## src/rtl/mem_port_arbiter.sv

```systemverilog
// rtl/mem_port_arbiter.sv - fetch/data arbiter for one single-ported variable-latency memory
module mem_port_arbiter #(
  parameter int ADDR_W     = 32,
  parameter int DATA_W     = 32,
  parameter int STARVE_MAX = 4,
  parameter int TIMEOUT    = 255
) (
  input  logic              clk,
  input  logic              reset,
  input  logic              if_req,
  input  logic [ADDR_W-1:0] if_addr,
  output logic [DATA_W-1:0] if_rdata,
  output logic              if_done,
  input  logic              dm_req,
  input  logic              dm_we,
  input  logic [ADDR_W-1:0] dm_addr,
  input  logic [DATA_W-1:0] dm_wdata,
  output logic [DATA_W-1:0] dm_rdata,
  output logic              dm_done,
  output logic              mem_valid,
  output logic              mem_we,
  output logic [ADDR_W-1:0] mem_addr,
  output logic [DATA_W-1:0] mem_wdata,
  input  logic [DATA_W-1:0] mem_rdata,
  input  logic              mem_ready,
  output logic              stall_if,
  output logic              stall_dm,
  output logic              err
);

  typedef enum logic [1:0] {IDLE, GNT_I, GNT_D} state_t;

  localparam logic [3:0] STARVE_LIM  = 4'(STARVE_MAX);
  localparam logic [7:0] TIMEOUT_LIM = 8'(TIMEOUT);

  state_t      state, state_nx;
  logic [3:0]  starve_cnt;
  logic [7:0]  wait_cnt;
  logic        in_gnt, expired, finish, time_out;
  logic        grant_i, grant_d;

  // A transfer ends on mem_ready; if the memory never answers, the wait budget forces it.
  assign in_gnt   = (state != IDLE);
  assign expired  = (wait_cnt == TIMEOUT_LIM);
  assign finish   = in_gnt && (mem_ready || expired);
  assign time_out = in_gnt && !mem_ready && expired;

  always_comb begin
    state_nx = state;
    grant_i  = 1'b0;
    grant_d  = 1'b0;
    case (state)
      IDLE: begin
        // Data wins contention until fetch has been passed over STARVE_MAX times.
        if (dm_req && (!if_req || starve_cnt != STARVE_LIM)) begin
          grant_d  = 1'b1;
          state_nx = GNT_D;
        end else if (if_req) begin
          grant_i  = 1'b1;
          state_nx = GNT_I;
        end
      end
      GNT_I, GNT_D: begin
        if (finish) state_nx = IDLE;
      end
      default: state_nx = IDLE;
    endcase
  end

  always_ff @(posedge clk or negedge reset) begin
    if (!reset) begin
      state      <= IDLE;
      mem_valid  <= 1'b0;
      mem_we     <= 1'b0;
      mem_addr   <= '0;
      mem_wdata  <= '0;
      wait_cnt   <= '0;
      starve_cnt <= '0;
      err        <= 1'b0;
    end else begin
      state <= state_nx;
      if (grant_i || grant_d) begin
        mem_valid <= 1'b1;
        mem_we    <= grant_d && dm_we;
        mem_addr  <= grant_d ? dm_addr : if_addr;
        mem_wdata <= grant_d ? dm_wdata : '0;
        wait_cnt  <= '0;
      end else if (finish) begin
        mem_valid <= 1'b0;
        mem_we    <= 1'b0;
      end else if (in_gnt) begin
        wait_cnt  <= wait_cnt + 8'd1;
      end

      if (grant_i)
        starve_cnt <= '0;
      else if (grant_d && if_req && starve_cnt != STARVE_LIM)
        starve_cnt <= starve_cnt + 4'd1;

      if (time_out)
        err <= 1'b1;
    end
  end

  assign if_done  = (state == GNT_I) && finish;
  assign dm_done  = (state == GNT_D) && finish;
  assign if_rdata = (state == GNT_I && mem_ready) ? mem_rdata : '0;
  assign dm_rdata = (state == GNT_D && mem_ready) ? mem_rdata : '0;

  assign stall_if = if_req && !if_done;
  assign stall_dm = dm_req && !dm_done;

endmodule
```

## config.mk

```make
export PLATFORM = sky130hd
export DESIGN_NAME = mem_port_arbiter
export DESIGN_NICKNAME = d
export VERILOG_FILES = /design/src/rtl/mem_port_arbiter.sv
export SDC_FILE = /design/constraint.sdc
export NUM_CORES = 1
export LEC_CHECK = 0
export CORE_MARGIN = 4
export CORE_UTILIZATION = 30
export DETAILED_ROUTE_END_ITERATION = 6
export PLACE_DENSITY = 0.61
export REMOVE_ABC_BUFFERS = 1
export SLEW_MARGIN = 20
export SYNTH_ARGS = -nofsm -noshare
export SYNTH_HDL_FRONTEND = slang
export SYNTH_SLANG_ARGS = --single-unit
```

## constraint.sdc

```tcl
create_clock -name clk -period 2.2 [get_ports clk]
set_input_delay 0.66 -clock clk [delete_from_list [all_inputs] [get_ports clk]]
set_output_delay 0.66 -clock clk [all_outputs]
set_load 0.1 [all_outputs]
```

# ---- Yosys cells after proc, flatten, opt, wreduce, memory -nomap -nowiden
# Index checks and enable logic that the tools add are counted.
# W data, S select, Z words.
dict set report word_totals {
  reg_bits 81
  inputBits 134
  output_inout_bits 135
}
dict set report classes {
  add_sub_neg 2
  eq_ne 7
  mux 21
  reduce_logical 28
}
# cell count
set op_table {}
lappend op_table {{$mux W32} 4}
lappend op_table {{$mux W8} 3}
lappend op_table {{$logic_and A1 B1 Y1} 13}
lappend op_table {{$add A8 B1 Y8 const B} 1}
lappend op_table {{$eq A8 B8 Y1 const B} 1}
lappend op_table {{$mux W1} 8}
lappend op_table {{$mux W4} 2}
lappend op_table {{$reduce_bool A2 Y1} 4}
lappend op_table {{$mux W2} 3}
lappend op_table {{$add A4 B1 Y4 const B} 1}
lappend op_table {{$logic_not A1 Y1} 4}
lappend op_table {{$ne A4 B3 Y1 const B} 1}
lappend op_table {{$pmux W2 S2} 1}
lappend op_table {{$reduce_and A2 Y1} 2}
lappend op_table {{$logic_or A1 B1 Y1} 3}
lappend op_table {{$ne A3 B3 Y1 const B} 1}
lappend op_table {{$eq A2 B1 Y1 const B} 1}
lappend op_table {{$eq A2 B2 Y1 const B} 1}
lappend op_table {{$logic_not A2 Y1} 1}
lappend op_table {{$ne A2 B1 Y1 const B} 1}
lappend op_table {{$ne A2 B2 Y1 const B} 1}
lappend op_table {{$reduce_or A2 Y1} 1}

# ---- Longest topological paths before layout
# Gate-level depths: netlist of the first run.
dict set report depth {
  ltp_word 9
  ltp_mapped 7
  mapped_depth_nobuf 5
}

# ---- Least setup slack after synthesis of the first run
# OpenSTA, ideal clock, no wires.
dict set report synth_path {
  kind {register to output}
  startpoint {register state[0]}
  endpoint {output port dm_done}
  arrival_ns 3.065
  required_time_ns 1.540
  slack_ns -1.525
  stages_incl_launch_ff 6
  n_path_buf 2
  cell_sequence {dfrtp_1 inv_1 ha_1 buf_4 buf_2 nor3_1}
}
dict set report synth_between {
  elab_chain_len 3
  elab_cells_between_ends 4
  classes_between {eq/ne: 1; reduce/logical: 3}
}
# element line_no
set synth_lines {}
lappend synth_lines {{start: declaration} 36} ;# state_t state, state_nx;
lappend synth_lines {{start signal: assignment} 81} ;# state <= state_nx;
lappend synth_lines {{$reduce_bool A2 Y1} 43} ;# assign in_gnt = (state != IDLE);
lappend synth_lines {{$logic_and A1 B1 Y1} 45} ;# assign finish = in_gnt && (mem_ready || expired);
lappend synth_lines {{$logic_and A1 B1 Y1 *} 106} ;# assign dm_done = (state == GNT_D) && finish;
lappend synth_lines {{end: declaration} 19} ;# output logic dm_done,
# Mark *: on every way between the ends. The rest lies on a longest branch, timed or not.

# ---- Final worst setup path of the first run
dict set report layout_path {
  startpoint {register state[0]}
  endpoint {output port stall_dm}
}
dict set report layout_between {
  elab_chain_len 5
  elab_cells_between_ends 6
  classes_between {eq/ne: 1; reduce/logical: 5}
}
# element line_no
set layout_lines {}
lappend layout_lines {{$reduce_bool A2 Y1} 43}
lappend layout_lines {{$logic_and A1 B1 Y1} 45}
lappend layout_lines {{$logic_and A1 B1 Y1 *} 106}
lappend layout_lines {{$logic_not A1 Y1 *} 111} ;# assign stall_dm = dm_req && !dm_done;
lappend layout_lines {{$logic_and A1 B1 Y1 *} 111}
lappend layout_lines {{end: declaration} 27} ;# output logic stall_dm,
# Marks and branches as above.

==> metrics, run 1 <==
die height=roughly 130 um; Inserted Clock Buffers=9; FMAX=approximately 430 MHz; slowest CP cell=dfrtp_1; violated checks=setup timing; drt drc=0; initial antenna violation count=0; period utilisation layout=106%; post-layout util=slightly above 60%; placed insts=950; WL final=about 18000 um; Max Clock Skew=0.00700 ns; setup TNS=-4.71 ns; Seq/Total Area, Yosys=42.4%; Yosys reg bits=81; fill count=around 1.3k; CP top delay family=flip-flops; Rows=45; max_slew headroom=between 60% and 70%; gr ovfl total=0; CTS Hold Buffers Added=0; HPWL Detailed=approximately 13000 um; diode count=0; YS warnings=0; Yosys cell types=49; Cells after Synth=between 400 and 500; commonest non-fill, non-tap cell in the layout=clkdlybuf4s50_1; max_cap viols=0; RSZ-0062 raised after global routing=true; Initial Util=31.0%; Slew Viols, Final=0; Layout Nets=roughly 900; Syn Std Cell Area=0.00478 mm2; status=complete, but fails checks; CTS tree=built; Die Wd=around 130 um; share of cells above drive strength 1=between 30 and 40%; Critical Path Start Type=flip-flop; Vias per Instance=~5.1; Worst Path Required=around 1.5 ns; crit path max fanout=3; max layer used=met4; worst-margin pin slew=0.455 ns; total track usage=18.9%; final worst setup slack=-0.126 ns; die area=around 0.018 mm2; CORE AREA=around 0.015 mm2; drt pass-1 iters=4; DR WL met2=between 9000 and 10000 um; WS Path Type=flip-flop to output port; post-route cell area=between 0.009 and 0.01 mm2; final hold slack=~0.27 ns; DRT met1 WL=about 7400 um; Max Root-Sink Buffers=2; H-tree Lvls=3; Root Driver=clkbuf_16; vias in the first global route=approximately 5.2k; Clk Latency, worst-skew pair=0.33 ns; I/O Buffers=268; Final Wtd Congestion=0.841; largest net degree at the start of global routing=36; CP Capture Type=output port; delay of the slowest critical-path stage=between 0.4 and 0.5 ns; met3 wire length=approximately 1100 um; WP buf/inv=3; syn_area_per_cell=a little over 10 um2; most frequent cells in the layout=clkdlybuf4s50_1, buf_4, buf_12; worst vdd ir=roughly 1.1 mV; leakage=0.00427 uW; CP cell instances=inv_2 > ha_4 > inv_1 > o31a_1 > buf_12; clk sinks=81; Reg clk slew, reported paths=0.07 ns; initial drt markers=between 150 and 200; placed instance area=0.00847 mm2; EDFF count, synth=0; Setup Viol. Count Final=68; Area Growth Syn to Fin=95.2%; IO Pins=approximately 270; hold crit path type=primary input to async pin; top_reg_cell synth=dfrtp_1; Hold Vio Cnt, Final=0; CP arrival=1.67 ns; pwr dens=around 1600 mW/mm2; ANT nets after route=0; first-pass GRT wire length=about 27000 um; post-route insts no fill=around 980; minimum clock period=approximately 2.3 ns; ys async rst share=100%; Vias=approximately 5k; WL/cell=about 19 um
[worst register-to-register path: stages (launching register included)]
cell and delay, ns:
dfrtp_1 0.38, inv_2 0.07, buf_4 0.14, ha_4 0.20, buf_4 0.25, nor3b_1 0.18, buf_4 0.15, a221oi_4 0.36
mux2i_1 0.24
[final timing paths]
| check | startpoint | to | slack (ns) | depth (start not counted) |
|---|---|---|---|---|
| max | state[0] | stall_dm | -0.13 | 5 |
| min | reset | mem_wdata[8] | 0.27 | 1 |
| max reg2reg | state[1] | wait_cnt[1] | 0.14 | 8 |
| min reg2reg | starve_cnt[3] | starve_cnt[3] | 0.49 | 1 |
| max in group asynchronous | reset | mem_wdata[17] | 1.39 | 2 |
| min in group clk | starve_cnt[3] | starve_cnt[3] | 0.49 | 1 |
[sequential cells by signal (all words and copies together), names as in the netlist]
name        cells
mem_valid       1
mem_wdata      32
wait_cnt        8
state           2
mem_addr       32
starve_cnt      4
mem_we          1
err             1
[cells by family after synthesis]
family	count (synthesis)	synth area share, %
AOI/OAI and AO/OA	99	18.9
adders and majority gates	6	1.57
buffers and inverters	92	8.42
DFF	81	42.4
muxes	37	7.77
and+or+nand+nor	160	20.9
[where the power goes]
part / internal [uW] / leakage [uW] / switching, uW / total [uW]
Sequential: 2140 / 0.000989 / 487 / 2620
Combinational: 3470 / 0.00314 / 7630 / 11100
Clock: 789 / 0.000140 / 665 / 1450
[synth_stat cells (all sizes together) (2+ instances only)]
cell / number / area, um2
o21ai: 5 / 25.0
o311ai: 2 / 17.5
o211ai: 5 / 37.5
o31a: 2 / 17.5
inv: 47 / 176
a22o: 32 / 280
nand3: 7 / 40.0
o2111ai: 2 / 17.5
clkbuf: 26 / 98.8
o221ai: 2 / 17.5
nor3: 3 / 15.0
and2: 32 / 200
nand4: 2 / 12.5
a21oi: 4 / 23.8
a221oi: 33 / 369
buf: 19 / 128
a31oi: 2 / 12.5
nor2: 3 / 11.3
a21o: 3 / 22.5
ha: 6 / 75.1
nand2: 6 / 30.0
and3: 97 / 607
dfrtp: 81 / 2030
a211o: 2 / 17.5
mux2i: 36 / 360
nor3b: 2 / 15.0
[routing by layer]
layer	track usage [%]	vias up
met4	3.85	0
li1	-	2323
met3	3.49	12
met1	22.4	2475
met5	0	-
met2	35.5	194
[stage by stage]
| stage | setup slack (ns) | power [uW] |
|---|---|---|
| detailed placement | -0.357 | 13200 |
| floorplan | -1.62 | 9940 |
| global route | -0.188 | 15800 |
| global placement | -0.343 | 13100 |
| CTS | -0.179 | 15100 |
| finish | -0.126 | 15200 |
[what timing repair did]
action / CTS / global route
pin swaps: 5 / 4
setup endpoints to repair: 69 / 69
buffers inserted: 7 / 2
resized for setup: 38 / 56
cloned: 4 / 0
[cell type report]
class | instances | area (um2) | area share (%)
Inverter | 47 | 179 | 1.92
Clock buffer | 9 | 225 | 2.41
Sequential cell | 81 | 2030 | 21.7
Timing Repair Buffer | 320 | 3840 | 41.1
Multi-Input combinational cell | 302 | 2740 | 29.4
Clock inverter | 7 | 61.3 | 0.657
Tap cell | 211 | 264 | 2.83
Power figures use the tool's default switching activity.
==> run 2, diff against run 1 <==
- CORE_UTILIZATION: 30 -> 39
- PLACE_DENSITY: 0.61 -> 0.77
==> metrics, run 2 (same netlist as run 1, synthesis figures left out) <==
status=complete, but fails checks (unchanged); violated checks=setup timing (unchanged); Max Clock Skew=0.00698 ns (was 0.00700 ns); period utilisation layout=106% (about the same); met3 wire length=1020 um (was 1140 um); initial antenna violation count=0 (unchanged); IO Pins=269 (unchanged); placed instance area=0.00838 mm2 (was 0.00847 mm2); worst-margin pin slew=0.422 ns (was 0.455 ns); first-pass GRT wire length=26700 um (was 27400 um); WS Path Type=flip-flop to output port (unchanged); CTS Hold Buffers Added=0 (unchanged); final worst setup slack=-0.134 ns (was -0.126 ns); CP Capture Type=output port (unchanged); Area Growth Syn to Fin=93.3% (was 95.2%); CORE AREA=0.0120 mm2 (was 0.0154 mm2); crit path max fanout=5 (was 3); Hold Vio Cnt, Final=0 (unchanged); drt drc=0 (unchanged); max layer used=met4 (unchanged); Setup Viol. Count Final=65 (was 68); Worst Setup SP=state[0] (unchanged); post-route cell area=0.00924 mm2 (was 0.00933 mm2); commonest non-fill, non-tap cell in the layout=clkdlybuf4s50_1 (unchanged); final hold slack=0.239 ns (was 0.266 ns); max_slew headroom=71.9% (was 69.6%); fill count=782 (was 1321); footprint of the multi-input gates=0.00272 mm2 (was 0.00274 mm2); worst vdd ir=1.28 mV (was 1.10 mV); DRT met1 WL=6920 um (was 7400 um); Initial Util=39.8% (was 31.0%); Layout Nets=896 (was 901); gr ovfl total=0 (unchanged); die area=0.0141 mm2 (was 0.0180 mm2); Die Wd=119 um (was 134 um); Slew Viols, Final=0 (unchanged); Root Driver=clkbuf_16 (unchanged); H-tree Lvls=3 (unchanged); minimum clock period=2.33 ns (about the same); share of cells above drive strength 1=38.4% (was 39.2%); Clk Latency, worst-skew pair=0.33 ns (about the same); DR WL met2=9490 um (was 9410 um); CP arrival=1.67 ns (about the same); RSZ-0062 raised after global routing=true (unchanged); I/O Buffers=268 (unchanged); hold crit path type=primary input to async pin (unchanged); leakage=0.00429 uW (was 0.00427 uW); Worst Path Required=1.54 ns (about the same); max_cap viols=0 (unchanged); HPWL Detailed=12700 um (was 13400 um); Critical Path Start Type=flip-flop (unchanged); WL/cell=19.6 um (was 18.5 um); Inserted Clock Buffers=9 (unchanged); total track usage=23.1% (was 18.9%); Reg clk slew, reported paths=0.07 ns (about the same); Sequential cell area=0.00203 mm2 (about the same); pwr dens=1650 mW/mm2 (was 1630 mW/mm2); CTS tree=built (unchanged); Top Registers=mem_addr x32, mem_wdata x32, wait_cnt x8 (unchanged); initial drt markers=254 (was 172); Final Wtd Congestion=0.855 (was 0.841); die height=119 um (was 134 um); WL final=17800 um (was 18100 um); Vias per Instance=5.52 (was 5.12); Reg2Reg Launch Point=state[0] (was state[1]); diode count=0 (unchanged); Max Root-Sink Buffers=2 (unchanged); drt pass-1 iters=4 (unchanged); ANT nets after route=0 (unchanged); Vias=5009 (was 5004); Rows=40 (was 45); most frequent cells in the layout=clkdlybuf4s50_1, buf_4, buf_12 (unchanged); largest net degree at the start of global routing=42 (was 36); clk sinks=81 (unchanged); FMAX=428 MHz (was 430 MHz); vias in the first global route=5116 (was 5160)
[run 2: per-stage QoR]
stage	worst slack, ns	cells	TNS, ns	utilization (%)	total power (uW)
after floorplan	-1.62	430	-55.08	-	9940
after global placement	-0.301	879	-28.30	69.8	13100
after detailed placement	-0.370	879	-31.42	69.8	13200
after CTS	-0.120	901	-2.46	75.5	15100
after global routing	-0.192	908	-6.71	77.0	15800
final	-0.134	908	-3.98	77.0	15300
[run 2: layer usage]
layer,track usage (%),up-vias
met5,0,-
met2,41.9,212
met3,4.11,29
met4,8.40,0
li1,-,2314
met1,27.2,2454
[run 2: final cells by class]
type	instances	area share (%)
Clock buffer	10	2.48
Clock inverter	6	0.799
Inverter	47	1.91
Multi-Input combinational cell	302	29.5
Sequential cell	81	21.9
Tap cell	147	1.99
Timing Repair Buffer	315	41.4
[run 2: critical path: stages (launching register included)]
cell,delay [ns]
dfrtp_2,0.40
buf_6,0.12
ha_4,0.21
inv_1,0.10
o31a_1,0.33
buf_12,0.17
[run 2: worst paths after layout]
kind                            endpoint  slack [ns]  depth (start not counted)
setup / recovery                stall_if       -0.13                          5
hold reg to reg            starve_cnt[3]        0.49                          1
min in group clk           starve_cnt[3]        0.49                          1
setup reg to reg            mem_addr[15]        0.21                          7
max in group asynchronous       state[0]        1.38                          2
hold / removal              mem_wdata[3]        0.24                          1
[run 2: repair_timing]
item	in CTS	in global routing
setup buffers	5	3
setup endpoints to repair	68	67
gates cloned	1	4
pin swaps	16	2
gates resized for setup	86	16
[run 2: report_power, final]
group          switching [uW]  leakage, uW  total [uW]  internal, uW
Combinational            7660      0.00315       11100          3490
Sequential                492     0.000987        2630          2140
Clock                     624     0.000148        1520           894
